--- src/rtl/csr_file.sv ---
// csr_file: machine-mode CSR storage, 64-bit cycle/instret counters and
// trap/mret status handling at the consumer end of the writeback CSR channel.
// An unimplemented read address returns zero and raises csr_raddr_illegal.
module csr_file #(
  parameter int unsigned WIDTH   = 32,
  parameter int unsigned HART_ID = 0
) (
  input  logic             clk,
  input  logic             rst,
  input  logic             csr_we,
  input  logic [11:0]      csr_waddr,
  input  logic [WIDTH-1:0] csr_wdata,
  input  logic             inst_processed,
  input  logic [11:0]      csr_raddr,
  output logic [WIDTH-1:0] csr_rdata,
  output logic             csr_raddr_illegal,
  input  logic             trap_valid,
  input  logic [WIDTH-1:0] trap_cause,
  input  logic [WIDTH-1:0] trap_pc,
  input  logic [WIDTH-1:0] trap_val,
  input  logic             mret_valid,
  input  logic             irq_ext,
  input  logic             irq_timer,
  input  logic             irq_soft,
  output logic [WIDTH-1:0] mtvec_out,
  output logic [WIDTH-1:0] mepc_out,
  output logic             mstatus_mie_out,
  output logic             irq_pending_out
);

  localparam logic [11:0] ADDR_MSTATUS   = 12'h300;
  localparam logic [11:0] ADDR_MISA      = 12'h301;
  localparam logic [11:0] ADDR_MIE       = 12'h304;
  localparam logic [11:0] ADDR_MTVEC     = 12'h305;
  localparam logic [11:0] ADDR_MSCRATCH  = 12'h340;
  localparam logic [11:0] ADDR_MEPC      = 12'h341;
  localparam logic [11:0] ADDR_MCAUSE    = 12'h342;
  localparam logic [11:0] ADDR_MTVAL     = 12'h343;
  localparam logic [11:0] ADDR_MIP       = 12'h344;
  localparam logic [11:0] ADDR_MCYCLE    = 12'hB00;
  localparam logic [11:0] ADDR_MINSTRET  = 12'hB02;
  localparam logic [11:0] ADDR_MCYCLEH   = 12'hB80;
  localparam logic [11:0] ADDR_MINSTRETH = 12'hB82;
  localparam logic [11:0] ADDR_CYCLE     = 12'hC00;
  localparam logic [11:0] ADDR_INSTRET   = 12'hC02;
  localparam logic [11:0] ADDR_CYCLEH    = 12'hC80;
  localparam logic [11:0] ADDR_INSTRETH  = 12'hC82;
  localparam logic [11:0] ADDR_MHARTID   = 12'hF14;

  localparam logic [31:0] MISA_VALUE = 32'h4000_1100;
  localparam logic [31:0] MIE_MASK   = 32'h0000_0888;

  // Word-align an address by clearing its two low bits.
  function automatic logic [31:0] align4(input logic [31:0] a);
    return {a[31:2], 2'b00};
  endfunction

  logic        mie_bit_q, mie_bit_d;
  logic        mpie_q, mpie_d;
  logic [31:0] mie_q, mie_d;
  logic [31:0] mtvec_q, mtvec_d;
  logic [31:0] mscratch_q, mscratch_d;
  logic [31:0] mepc_q, mepc_d;
  logic [31:0] mcause_q, mcause_d;
  logic [31:0] mtval_q, mtval_d;
  logic [63:0] mcycle_q, mcycle_d;
  logic [63:0] minstret_q, minstret_d;

  logic [31:0] mip_s;
  logic [31:0] mstatus_s;

  assign mip_s     = {20'd0, irq_ext, 3'd0, irq_timer, 3'd0, irq_soft, 3'd0};
  assign mstatus_s = {19'd0, 2'b11, 3'd0, mpie_q, 3'd0, mie_bit_q, 3'd0};

  // Next-state: counters and CSR writes first, then mret and trap override
  // the fields they own so the per-field priority falls out of ordering.
  always_comb begin
    mie_bit_d  = mie_bit_q;
    mpie_d     = mpie_q;
    mie_d      = mie_q;
    mtvec_d    = mtvec_q;
    mscratch_d = mscratch_q;
    mepc_d     = mepc_q;
    mcause_d   = mcause_q;
    mtval_d    = mtval_q;
    mcycle_d   = mcycle_q + 64'd1;
    minstret_d = minstret_q + {63'd0, inst_processed};

    if (csr_we) begin
      case (csr_waddr)
        ADDR_MSTATUS: begin
          mie_bit_d = csr_wdata[3];
          mpie_d    = csr_wdata[7];
        end
        ADDR_MIE:       mie_d      = csr_wdata & MIE_MASK;
        ADDR_MTVEC:     mtvec_d    = align4(csr_wdata);
        ADDR_MSCRATCH:  mscratch_d = csr_wdata;
        ADDR_MEPC:      mepc_d     = align4(csr_wdata);
        ADDR_MCAUSE:    mcause_d   = csr_wdata;
        ADDR_MTVAL:     mtval_d    = csr_wdata;
        // A write to either counter half replaces the increment; the
        // other half holds its old value.
        ADDR_MCYCLE:    mcycle_d   = {mcycle_q[63:32], csr_wdata};
        ADDR_MCYCLEH:   mcycle_d   = {csr_wdata, mcycle_q[31:0]};
        ADDR_MINSTRET:  minstret_d = {minstret_q[63:32], csr_wdata};
        ADDR_MINSTRETH: minstret_d = {csr_wdata, minstret_q[31:0]};
        default: ;  // read-only or unimplemented: ignored
      endcase
    end else begin
      mtvec_d = mtvec_d;
    end

    if (trap_valid) begin
      mepc_d    = align4(trap_pc);
      mcause_d  = trap_cause;
      mtval_d   = trap_val;
      mpie_d    = mie_bit_q;
      mie_bit_d = 1'b0;
    end else if (mret_valid) begin
      mie_bit_d = mpie_q;
      mpie_d    = 1'b1;
    end else begin
      mpie_d = mpie_d;
    end
  end

  // State registers with asynchronous clear.
  always_ff @(posedge clk or posedge rst) begin
    if (rst) begin
      mie_bit_q  <= 1'b0;
      mpie_q     <= 1'b0;
      mie_q      <= 32'd0;
      mtvec_q    <= 32'd0;
      mscratch_q <= 32'd0;
      mepc_q     <= 32'd0;
      mcause_q   <= 32'd0;
      mtval_q    <= 32'd0;
      mcycle_q   <= 64'd0;
      minstret_q <= 64'd0;
    end else begin
      mie_bit_q  <= mie_bit_d;
      mpie_q     <= mpie_d;
      mie_q      <= mie_d;
      mtvec_q    <= mtvec_d;
      mscratch_q <= mscratch_d;
      mepc_q     <= mepc_d;
      mcause_q   <= mcause_d;
      mtval_q    <= mtval_d;
      mcycle_q   <= mcycle_d;
      minstret_q <= minstret_d;
    end
  end

  // Read port: straight from current state, no bypass of in-flight writes.
  always_comb begin
    csr_rdata         = 32'd0;
    csr_raddr_illegal = 1'b0;
    case (csr_raddr)
      ADDR_MSTATUS:                 csr_rdata = mstatus_s;
      ADDR_MISA:                    csr_rdata = MISA_VALUE;
      ADDR_MIE:                     csr_rdata = mie_q;
      ADDR_MTVEC:                   csr_rdata = mtvec_q;
      ADDR_MSCRATCH:                csr_rdata = mscratch_q;
      ADDR_MEPC:                    csr_rdata = mepc_q;
      ADDR_MCAUSE:                  csr_rdata = mcause_q;
      ADDR_MTVAL:                   csr_rdata = mtval_q;
      ADDR_MIP:                     csr_rdata = mip_s;
      ADDR_MCYCLE, ADDR_CYCLE:      csr_rdata = mcycle_q[31:0];
      ADDR_MCYCLEH, ADDR_CYCLEH:    csr_rdata = mcycle_q[63:32];
      ADDR_MINSTRET, ADDR_INSTRET:  csr_rdata = minstret_q[31:0];
      ADDR_MINSTRETH, ADDR_INSTRETH: csr_rdata = minstret_q[63:32];
      ADDR_MHARTID:                 csr_rdata = 32'(HART_ID);
      default:                      csr_raddr_illegal = 1'b1;
    endcase
  end

  assign mtvec_out       = mtvec_q;
  assign mepc_out        = mepc_q;
  assign mstatus_mie_out = mie_bit_q;
  assign irq_pending_out = mie_bit_q & (|(mie_q & mip_s));

endmodule

--- config.mk ---
export PLATFORM = sky130hd
export DESIGN_NAME = csr_file
export DESIGN_NICKNAME = d
export VERILOG_FILES = /design/src/rtl/csr_file.sv
export SDC_FILE = /design/constraint.sdc
export NUM_CORES = 1
export LEC_CHECK = 0
export CELL_PAD_IN_SITES_DETAIL_PLACEMENT = 1
export CELL_PAD_IN_SITES_GLOBAL_PLACEMENT = 2
export CORE_MARGIN = 5
export CORE_UTILIZATION = 35
export DETAILED_ROUTE_END_ITERATION = 7
export DONT_BUFFER_PORTS = 1
export PLACE_DENSITY_LB_ADDON = 0.1
export SYNTH_ARGS = -nofsm -noshare
export SYNTH_HDL_FRONTEND = slang
export SYNTH_SLANG_ARGS = --single-unit
--- constraint.sdc ---
create_clock -name clk -period 13 [get_ports clk]
set_input_delay 3.25 -clock clk [delete_from_list [all_inputs] [get_ports clk]]
set_output_delay 3.25 -clock clk [all_outputs]
set_load 0.005 [all_outputs]
==> results of run 1 <==
kinds of logic after synthesis:
logic type	after synthesis	share of synthesized area, %
AOI/OAI and AO/OA	544	20.3
xor gates and xnor gates	3	0.148
adders and majority gates	3	0.212
buffers and inverters	208	4.76
DFF	289	40.9
muxes	205	12.1
other	1	0.0212
and+or+nand+nor	755	21.6
state kept, by name (all words and copies together) (netlist names):
register / count
mscratch_q: 32
mie_q: 3
mpie_q: 1
mtval_q: 32
minstret_q: 64
mcause_q: 32
mstatus_mie_out: 1
mtvec_out: 30
mcycle_q: 64
mepc_out: 30
cell usage after synthesis, types with 5 or more instances:
cell and n:
and4_1 17, dfrtp_1 289, o311ai_0 20, and3_1 27, or4_1 13, o22ai_1 13, o32ai_1 7, nand3_1 162
nand2b_1 7, a31oi_1 19, a41oi_1 8, buf_4 9, and2_1 13, nand2_1 243, buf_1 14, a21oi_1 76
o21ai_0 197, a221oi_1 5, nor4_1 18, nand4_1 50, or3_1 12, mux2i_1 133, a222oi_1 30, clkbuf_1 143
a22o_1 8, mux2_2 72, inv_1 24, a22oi_1 63, or2_2 7, nor2_1 105, o311ai_1 6, nor4b_1 5
o211ai_1 21, nor3_1 43, buf_2 15, a32oi_1 18
path summary, 6_finish.rpt:
path | slack, ns | endpoint | cells after the start | start
setup / recovery | 3.74 | csr_rdata[26] | 6 | csr_raddr[8]
hold / removal | 0.50 | mscratch_q[17] | 1 | mscratch_q[17]
min in group asynchronous | 2.71 | minstret_q[53] | 1 | rst
setup reg to reg | 9.61 | minstret_q[61] | 6 | minstret_q[25]
hold reg to reg | 0.50 | mscratch_q[17] | 1 | mscratch_q[17]
max in group asynchronous | 8.76 | mcycle_q[3] | 2 | rst
metal layers:
metal  vias to the layer above  GRT usage, %
li1                       7363             -
met1                      9055          44.1
met2                       850          49.0
met3                       155          8.69
met4                         8          12.5
met5                         -             0
placed cells by master (no fill, tap or decap), types with 8 or more instances in the layout:
cell,n
a21oi_1,76
o21ai_0,197
clkbuf_16,39
a22o_1,8
a222oi_1,30
nor3_1,38
a31oi_1,19
or3_1,12
a22oi_1,63
clkbuf_8,12
buf_4,28
dfrtp_1,289
nand2_1,242
clkbuf_1,10
a41oi_1,8
nor4_1,18
o311ai_0,20
inv_1,23
and4_1,17
and2_1,13
and3_1,26
mux2_2,72
nor2_2,8
o22ai_1,13
nand4_1,50
mux2i_1,133
nand3_1,161
a32oi_1,18
o211ai_1,21
or4_1,13
nor2_1,97
worst max-delay path: cells and delay by family:
| family | cells | cell delay (ns) |
|---|---|---|
| and+or+nand+nor | 4 | 2.43 |
| AOI/OAI and AO/OA | 2 | 0.32 |
final cells by class:
| class | instances | area share (%) |
|---|---|---|
| Timing Repair Buffer | 28 | 1.09 |
| Multi-Input combinational cell | 1514 | 50.1 |
| Clock buffer | 61 | 6.09 |
| Tap cell | 672 | 4.35 |
| Inverter | 24 | 0.504 |
| Antenna cell | 2 | 0.0259 |
| Clock inverter | 8 | 0.466 |
| Sequential cell | 289 | 37.4 |
per-stage QoR:
stage | setup WS, ns | util [%] | power, mW | area (µm²)
after detailed placement | 3.85 | 36.1 | 1.18 | 18100
after global routing | 3.64 | 38.6 | 2.34 | 19300
final | 3.74 | 38.6 | 2.27 | 19400
after CTS | 3.85 | 38.6 | 2.28 | 19300
after global placement | 3.91 | 36.1 | 1.18 | 18100
after floorplan | 1.77 | - | 1.14 | 17700
power by group through the flow:
stage | combinational [mW] | sequential (mW) | clock [mW]
6_report | 0.138 | 1.03 | 1.10
5_1_grt | 0.156 | 1.04 | 1.14
4_1_cts | 0.138 | 1.03 | 1.11
3_5_place_dp | 0.137 | 1.05 | 0
3_3_place_gp | 0.132 | 1.05 | 0
2_1_floorplan | 0.129 | 1.01 | 0
==> metrics.yaml, run 1 <==
flow_run:
  max_cap_violations: 0
synth:
  yosysTopAreaCellShare_pct: 40.9
  ys_types: 85
  synth_area_leaders: "dfrtp_1 41%, mux2i_1 7.5%, o21ai_0 5.6%"
  ys.flop_type: "dfrtp_1"
  postSynthCellCount: 2008
  synth-edff-count: 0
  synth_top_area_cell: "dfrtp_1"
  synth-seq-area-share_pct: 40.9
  yosys_warnings: 0
  avgSynthCellArea_um2: 8.82
  synth_area_um2: 17700
  synthArstFlopShare_pct: 100
  ys_seq_elements: 289
global_route:
  antenna_found_initial: 6
  grt_usage_pct: 32.3
  grt_remaining_overflow: 0
  grt_pass1_vias: 17100
  grt_pass1_wl_um: 132000
  grt_max_degree: 193
pwr:
  p_leak_nw: 8.01
  swShare_pct: 27.3
  powerDensity_nw_per_um2: 117
  combPwrFrac_pct: 6.1
  p_int_mw: 1.65
  vdd_ir_drop_max_uv: 106
  switching_power_uw: 619
  power.clock.fraction_pct: 48.3
  power_frac_seq_pct: 45.6
clock_tree:
  ctsRootBufferMaster: "clkbuf_16"
  hold_buffers: 0
  clk_pin_slew_ns: 0.06
  clock_path_buffers: 3
  postCtsSetupBuffers: 0
  tritoncts: "built"
  cts_resized: 0
  insertion_delay_ns: 0.58
  numCtsBuffers: 38
  clock-sinks: 289
  htreeDepth: 2
outcome:
  status: "complete, but fails checks"
  violations: "DRC"
detailed_routing:
  via_per_inst: 6.71
  finalWirelength_um: 93100
  ant_nets: 0
  drt_iter0_drc: 2388
  met2_length_um: 40800
  wl_met1_um: 38900
  avgRoutedWirePerCell_um: 35.8
  top_layer: "met5"
  dr.pass1.iters: 8
  via_count: 17400
  drc: 11
  wl_met3_um: 9030
cells_and_area:
  multi_input_area_um2: 9700
  fill_cells: 5817
  area_growth_pct: 9.32
  register_area_um2: 7230
  nNetsFinal: 2059
  finalNonFillerCells: 2598
  drive_gt1_share_pct: 10.8
die:
  fp.dieW_um: 235
  core_um2: 50100
  io_pins: 260
  initial_core_util_pct: 35.4
  die_h_um: 235
  num_rows: 82
  fp.dieArea_um2: 55200
sta:
  finalCritPeriodShare_pct: 71.2
  hold_viol_final: 0
  worst_pin_slew_ns: 1.29
  drv_slew: 0
  timing.fmax_mhz: 108
  whs_ns: 0.504
  clock_skew_ns: 0.0255
  relSlewSlack_pct: 13.4
  period_needed_ns: 9.26
  rsz0062_at_grt: "no"
  setup_viol: 0
  tns_ns: 0
critical_path:
  path_cells: "nor4bb_1, and3_1, and3_1, a22o_1, a221oi_1, nand3_1"
  cp_slowest_cell: "and3_1"
  worstPathMaxFanout: 24
  slowest_delay_ns: 1.03
  crit_path_end_kind: "output pin"
  crit_top_cell: "and3_1"
  worst_ep_required_time_ns: 9.75
  worstSetupPathType: "in -> out"
  cp-start-kind: "primary input"
  worst-endpoint-arrival_ns: 6.01
min_path:
  hold_class: "reg -> reg"
placed_design:
  hpwlAfterDp_um: 65400
  placed_cells: 2527
  io_buffer_count: 0
  place.gp.congestion: 0.947
No activity file was read; power rests on OpenSTA's default activity.
==> run 2, diff against run 1 <==
Clock period 13 ns to 8.35 ns, I/O delays scaled along.
==> metrics.yaml, run 2 (synthesis gave the netlist of run 1 again) <==
die:
  die_h_um: 235  # unchanged
  core_um2: 50100  # unchanged
  initial_core_util_pct: 35.4  # unchanged
  io_pins: 260  # unchanged
  num_rows: 82  # unchanged
  fp.dieArea_um2: 55200  # unchanged
  fp.dieW_um: 235  # unchanged
clock_tree:
  ctsRootBufferMaster: "clkbuf_16"
  htreeDepth: 2  # unchanged
  hold_buffers: 0  # unchanged
  insertion_delay_ns: 0.57  # about the same
  clk_pin_slew_ns: 0.06  # about the same
  numCtsBuffers: 39  # +2.6%
  tritoncts: "built"
  postCtsSetupBuffers: 0  # unchanged
  clock_path_buffers: 3  # unchanged
  cts_resized: 0  # unchanged
  clock-sinks: 289  # unchanged
placed_design:
  io_buffer_count: 0  # unchanged
  place.gp.congestion: 0.960  # +1.4%
  placed_cells: 2531  # +0.16%
  hpwlAfterDp_um: 65500  # about the same
global_route:
  grt_pass1_vias: 17000  # -0.93%
  grt_pass1_wl_um: 131000  # -0.60%
  grt_remaining_overflow: 0  # unchanged
  antenna_found_initial: 6  # unchanged
  grt_usage_pct: 32.2  # about the same
  grt_max_degree: 193  # unchanged
min_path:
  hp-start: "mscratch_q[28]"
  min_path_cells: 1  # unchanged
  hold_class: "reg -> reg"
critical_path:
  slowest_delay_ns: 0.66  # -0.37 ns
  crit_top_cell: "nand3_1"
  crit_cells: 6  # unchanged
  cp-start-kind: "primary input"
  worst-path-buf-inv: 1  # +1
  worstPathMaxFanout: 32  # +33%
  path_delay_family: "simple AND/OR/NAND/NOR gates"
  worstSetupPathType: "in -> out"
  cp_slowest_cell: "nor4bb_1"
  crit_path_end_kind: "output pin"
  r2r_cells: 6  # unchanged
  startpoint: "csr_raddr[8]"
  r2r_start: "minstret_q[32]"
  path_cells: "nor4bb_1, nand3_1, nor3_2, buf_4, a222oi_1, nand3_1"
  worst-endpoint-arrival_ns: 4.52  # -1.49 ns
  worst_ep_required_time_ns: 6.26  # -3.49 ns
cells_and_area:
  reg_top3: "mcycle_q (64), minstret_q (64)"
  nNetsFinal: 2064  # +0.24%
  area_growth_pct: 9.61
  finalNonFillerCells: 2605  # +0.27%
  drive_gt1_share_pct: 11.0  # +0.23 points
  final_cell_mix: "289 x dfrtp_1, 242 x nand2_1, 197 x o21ai_0"
  final_common_cell: "dfrtp_1"
pwr:
  switching_power_uw: 957  # +54%
  combPwrFrac_pct: 6.0  # about the same
  p_int_mw: 2.58  # +56%
  vdd_ir_drop_max_uv: 161  # +52%
  swShare_pct: 27.1  # -0.24 points
  power_frac_seq_pct: 45.9  # +0.3 points
  p_leak_nw: 8.04  # +0.40%
  power.clock.fraction_pct: 48.1  # -0.2 points
  powerDensity_nw_per_um2: 182  # +55%
detailed_routing:
  drt_iter0_drc: 2130  # -11%
  drc: 0  # -11
  via_per_inst: 6.64  # -1.1%
  ant_nets: 0  # unchanged
  finalWirelength_um: 92800  # -0.30%
  dr.pass1.iters: 7  # -1
  avgRoutedWirePerCell_um: 35.6  # -0.57%
  via_count: 17300  # -0.80%
sta:
  relSlewSlack_pct: 9.30  # -4.1 points
  tns_ns: 0  # unchanged
  finalCritPeriodShare_pct: 79.1
  timing.fmax_mhz: 151
  clock_skew_ns: 0.0244  # -0.00111 ns
  setup_viol: 0  # unchanged
  drv_slew: 0  # unchanged
  period_needed_ns: 6.60
  worst_pin_slew_ns: 1.36  # +0.0719 ns
  rsz0062_at_grt: "no"
  hold_viol_final: 0  # unchanged
flow_run:
  max_cap_violations: 0  # unchanged
outcome:
  status: "finished, final reports clean"
run 2: changes by cell type in the layout (fill, tap and decap cells not counted), sizes merged:
cell / previous run / this run
diode: 2 / 3
buf: 28 / 32
clkbuf: 61 / 62
clkinv: 6 / 7
run 2: final timing paths:
check	to	slack [ns]
max reg2reg	minstret_q[58]	5.04
min reg2reg	mscratch_q[28]	0.50
max	csr_rdata[28]	1.75
min in group asynchronous	minstret_q[22]	1.50
min	mscratch_q[28]	0.50
max in group asynchronous	mscratch_q[16]	5.44
run 2: worst reg2reg max path: cells and delay by family, from the launching register on:
kind             cells  cell delay (ns)
DFF                  1             0.53
and+or+nand+nor      6             2.71
run 2: stage by stage:
| stage | hold slack (ns) | worst slack, ns | util, % | instance area (µm²) | power [mW] |
|---|---|---|---|---|---|
| final | 0.505 | 1.75 | 38.8 | 19400 | 3.53 |
| after global routing | 0.512 | 1.66 | 38.7 | 19400 | 3.65 |
| after CTS | 0.505 | 1.83 | 38.7 | 19400 | 3.56 |
| after detailed placement | 0.492 | 1.87 | 36.2 | 18100 | 1.85 |
| after global placement | 0.482 | 1.92 | 36.2 | 18100 | 1.85 |
| after floorplan | 0.475 | 2.43 | - | 17700 | 1.77 |
run 2: cell type report:
type	instances	area, µm²
fill	5811	30700
multi-input combinational	1514	9700
sequential	289	7230
clock buffer	62	1190
tap	672	841
timing repair buffer	32	253
inverter	24	93.8
clock inverter	9	85.1
antenna	3	7.51
run 2: routing by layer:
| metal | wire length [µm] | part of all wire, % | track usage (%) | vias to the layer above |
|---|---|---|---|---|
| met1 | 38400 | 41 | 43.2 | 8934 |
| met4 | 5360 | 5.8 | 15.3 | 6 |
| met5 | 41 | 0.044 | 0 | - |
| li1 | - | - | - | 7369 |
| met3 | 9410 | 10 | 10.5 | 175 |
| met2 | 39600 | 43 | 47.2 | 808 |
run 2: power groups by stage:
stage	registers, mW	clock network (mW)	logic (mW)
global placement	1.64	0	0.206
floorplan	1.57	0	0.201
global route	1.63	1.78	0.242
detailed placement	1.64	0	0.213
finish	1.62	1.70	0.212
CTS	1.62	1.72	0.215
==> run 3, diff against run 2 <==
Clock period 8.35 ns to 6.2 ns, I/O delays scaled along.
==> metrics.yaml, run 3 (synthesis gave the netlist of run 1 again) <==
global_route:
  grt_max_degree: 193  # unchanged
  grt_remaining_overflow: 0  # unchanged
  grt_usage_pct: 32.3  # +0.074 points
  grt_pass1_vias: 17300  # +2.2%
  grt_pass1_wl_um: 132000  # +0.90%
  antenna_found_initial: 2  # -4
clock_tree:
  tritoncts: "built"
  cts_resized: 0  # unchanged
  clock_path_buffers: 3  # unchanged
  clock-sinks: 289  # unchanged
  clk_pin_slew_ns: 0.06  # about the same
  numCtsBuffers: 39  # unchanged
  postCtsSetupBuffers: 0  # unchanged
  htreeDepth: 2  # unchanged
  hold_buffers: 0  # unchanged
  insertion_delay_ns: 0.58  # about the same
  ctsRootBufferMaster: "clkbuf_16"
detailed_routing:
  drt_iter0_drc: 2035  # -4.5%
  avgRoutedWirePerCell_um: 35.7  # +0.33%
  via_count: 17400  # +0.81%
  met2_length_um: 41200  # +4.2%
  top_layer: "met4"
  via_per_inst: 6.69  # +0.77%
  wl_met3_um: 8720  # -7.3%
  drc: 0  # unchanged
  dr.pass1.iters: 8  # +1
  wl_met1_um: 39100  # +1.8%
  ant_nets: 0  # unchanged
  finalWirelength_um: 93100  # +0.37%
sta:
  tns_ns: 0  # unchanged
  rsz0062_at_grt: "no"
  setup_viol: 0  # unchanged
  worst_pin_slew_ns: 1.16  # -0.203 ns
  drv_slew: 0  # unchanged
  period_needed_ns: 5.39
  finalCritPeriodShare_pct: 86.9
  relSlewSlack_pct: 22.9  # +14 points
  timing.fmax_mhz: 186
  clock_skew_ns: 0.0287  # +0.00435 ns
  hold_viol_final: 0  # unchanged
  whs_ns: 0.505  # -0.000238 ns
pwr:
  power_mw: 4.95  # +40%
  p_leak_nw: 8.11  # +0.93%
  vdd_ir_drop_max_uv: 201  # +25%
  powerDensity_nw_per_um2: 253  # +39%
cells_and_area:
  final_common_cell: "dfrtp_1"
  final_cell_mix: "289 x dfrtp_1, 242 x nand2_1, 197 x o21ai_0"
  area_growth_pct: 10.4
  fill_cells: 5797  # -0.24%
  drive_gt1_share_pct: 11.5  # +0.51 points
  final_util_pct: 39.0  # +0.27 points
  multi_input_area_um2: 9690  # about the same
  reg_top3: "mcycle_q (64), minstret_q (64)"
  register_area_um2: 7230  # unchanged
  nNetsFinal: 2067  # +0.15%
die:
  die_h_um: 235  # unchanged
  num_rows: 82  # unchanged
  io_pins: 260  # unchanged
  core_um2: 50100  # unchanged
  initial_core_util_pct: 35.4  # unchanged
  fp.dieArea_um2: 55200  # unchanged
  fp.dieW_um: 235  # unchanged
critical_path:
  r2r_cells: 6  # unchanged
  worstPathMaxFanout: 32  # unchanged
  cp_slowest_cell: "nor4bb_1"
  slowest_delay_ns: 0.68  # +0.02 ns
  crit_path_end_kind: "output pin"
  cp-start-kind: "primary input"
  startpoint: "csr_raddr[8]"
  r2r_end: "minstret_q[58]"
  worst-path-buf-inv: 1  # unchanged
  worstSetupPathType: "in -> out"
  reg2reg_slack_ns: 2.90  # -2.14 ns
  r2r_start: "minstret_q[32]"
  worst_ep_required_time_ns: 4.65  # -1.61 ns
  path_cells: "nor4bb_1, nand3_1, nor3_2, buf_4, a222oi_1, nand3_1"
  crit_top_cell: "nand3_1"
  worst-endpoint-arrival_ns: 3.84  # -0.68 ns
  path_delay_family: "simple AND/OR/NAND/NOR gates"
flow_run:
  max_cap_violations: 0  # unchanged
placed_design:
  hpwlAfterDp_um: 65600  # +0.11%
  place.gp.congestion: 0.969  # +0.93%
  io_buffer_count: 0  # unchanged
min_path:
  min_path_cells: 1  # unchanged
  hold_class: "reg -> reg"
  hold_end: "mscratch_q[28]"
  hp-start: "mscratch_q[28]"
outcome:
  status: "finished, final reports clean"
[run 3: worst max-delay path by stage]
| stage | to | slack [ns] | depth (start not counted) |
|---|---|---|---|
| final | csr_rdata[19] | 0.81 | 6 |
| after global routing | csr_rdata[26] | 0.79 | 7 |
| after CTS | csr_rdata[24] | 0.94 | 6 |
| after detailed placement | csr_rdata[24] | 0.95 | 6 |
| after global placement | csr_rdata[26] | 0.96 | 6 |
| after floorplan | mcause_q[0] | 0.82 | 1 |
[run 3: layout make-up]
type / count / area share (%)
Clock inverter: 15 / 1.14
Multi-Input combinational cell: 1514 / 49.6
Inverter: 24 / 0.480
Sequential cell: 289 / 37.0
Timing Repair Buffer: 35 / 1.47
Antenna cell: 3 / 0.0384
Tap cell: 672 / 4.30
Clock buffer: 54 / 5.95
[run 3: through the flow]
stage / std cells / worst slack, ns / instance area, µm²
after detailed placement: 2534 / 0.948 / 18100
after global routing: 2603 / 0.791 / 19500
final: 2606 / 0.810 / 19500
after floorplan: 2011 / 0.817 / 17700
after CTS: 2603 / 0.939 / 19500
after global placement: 2534 / 0.963 / 18100
[run 3: where the power goes]
group | switching, mW | internal, mW | total, mW
Combinational | 0.174 | 0.113 | 0.287
Clock | 0.958 | 1.52 | 2.48
Sequential | 0.189 | 2.00 | 2.19
[run 3: layer usage]
metal	track usage, %	up-vias
li1	-	7371
met1	43.3	9184
met2	49.5	746
met3	9.66	131
met4	12.3	0
met5	0	-
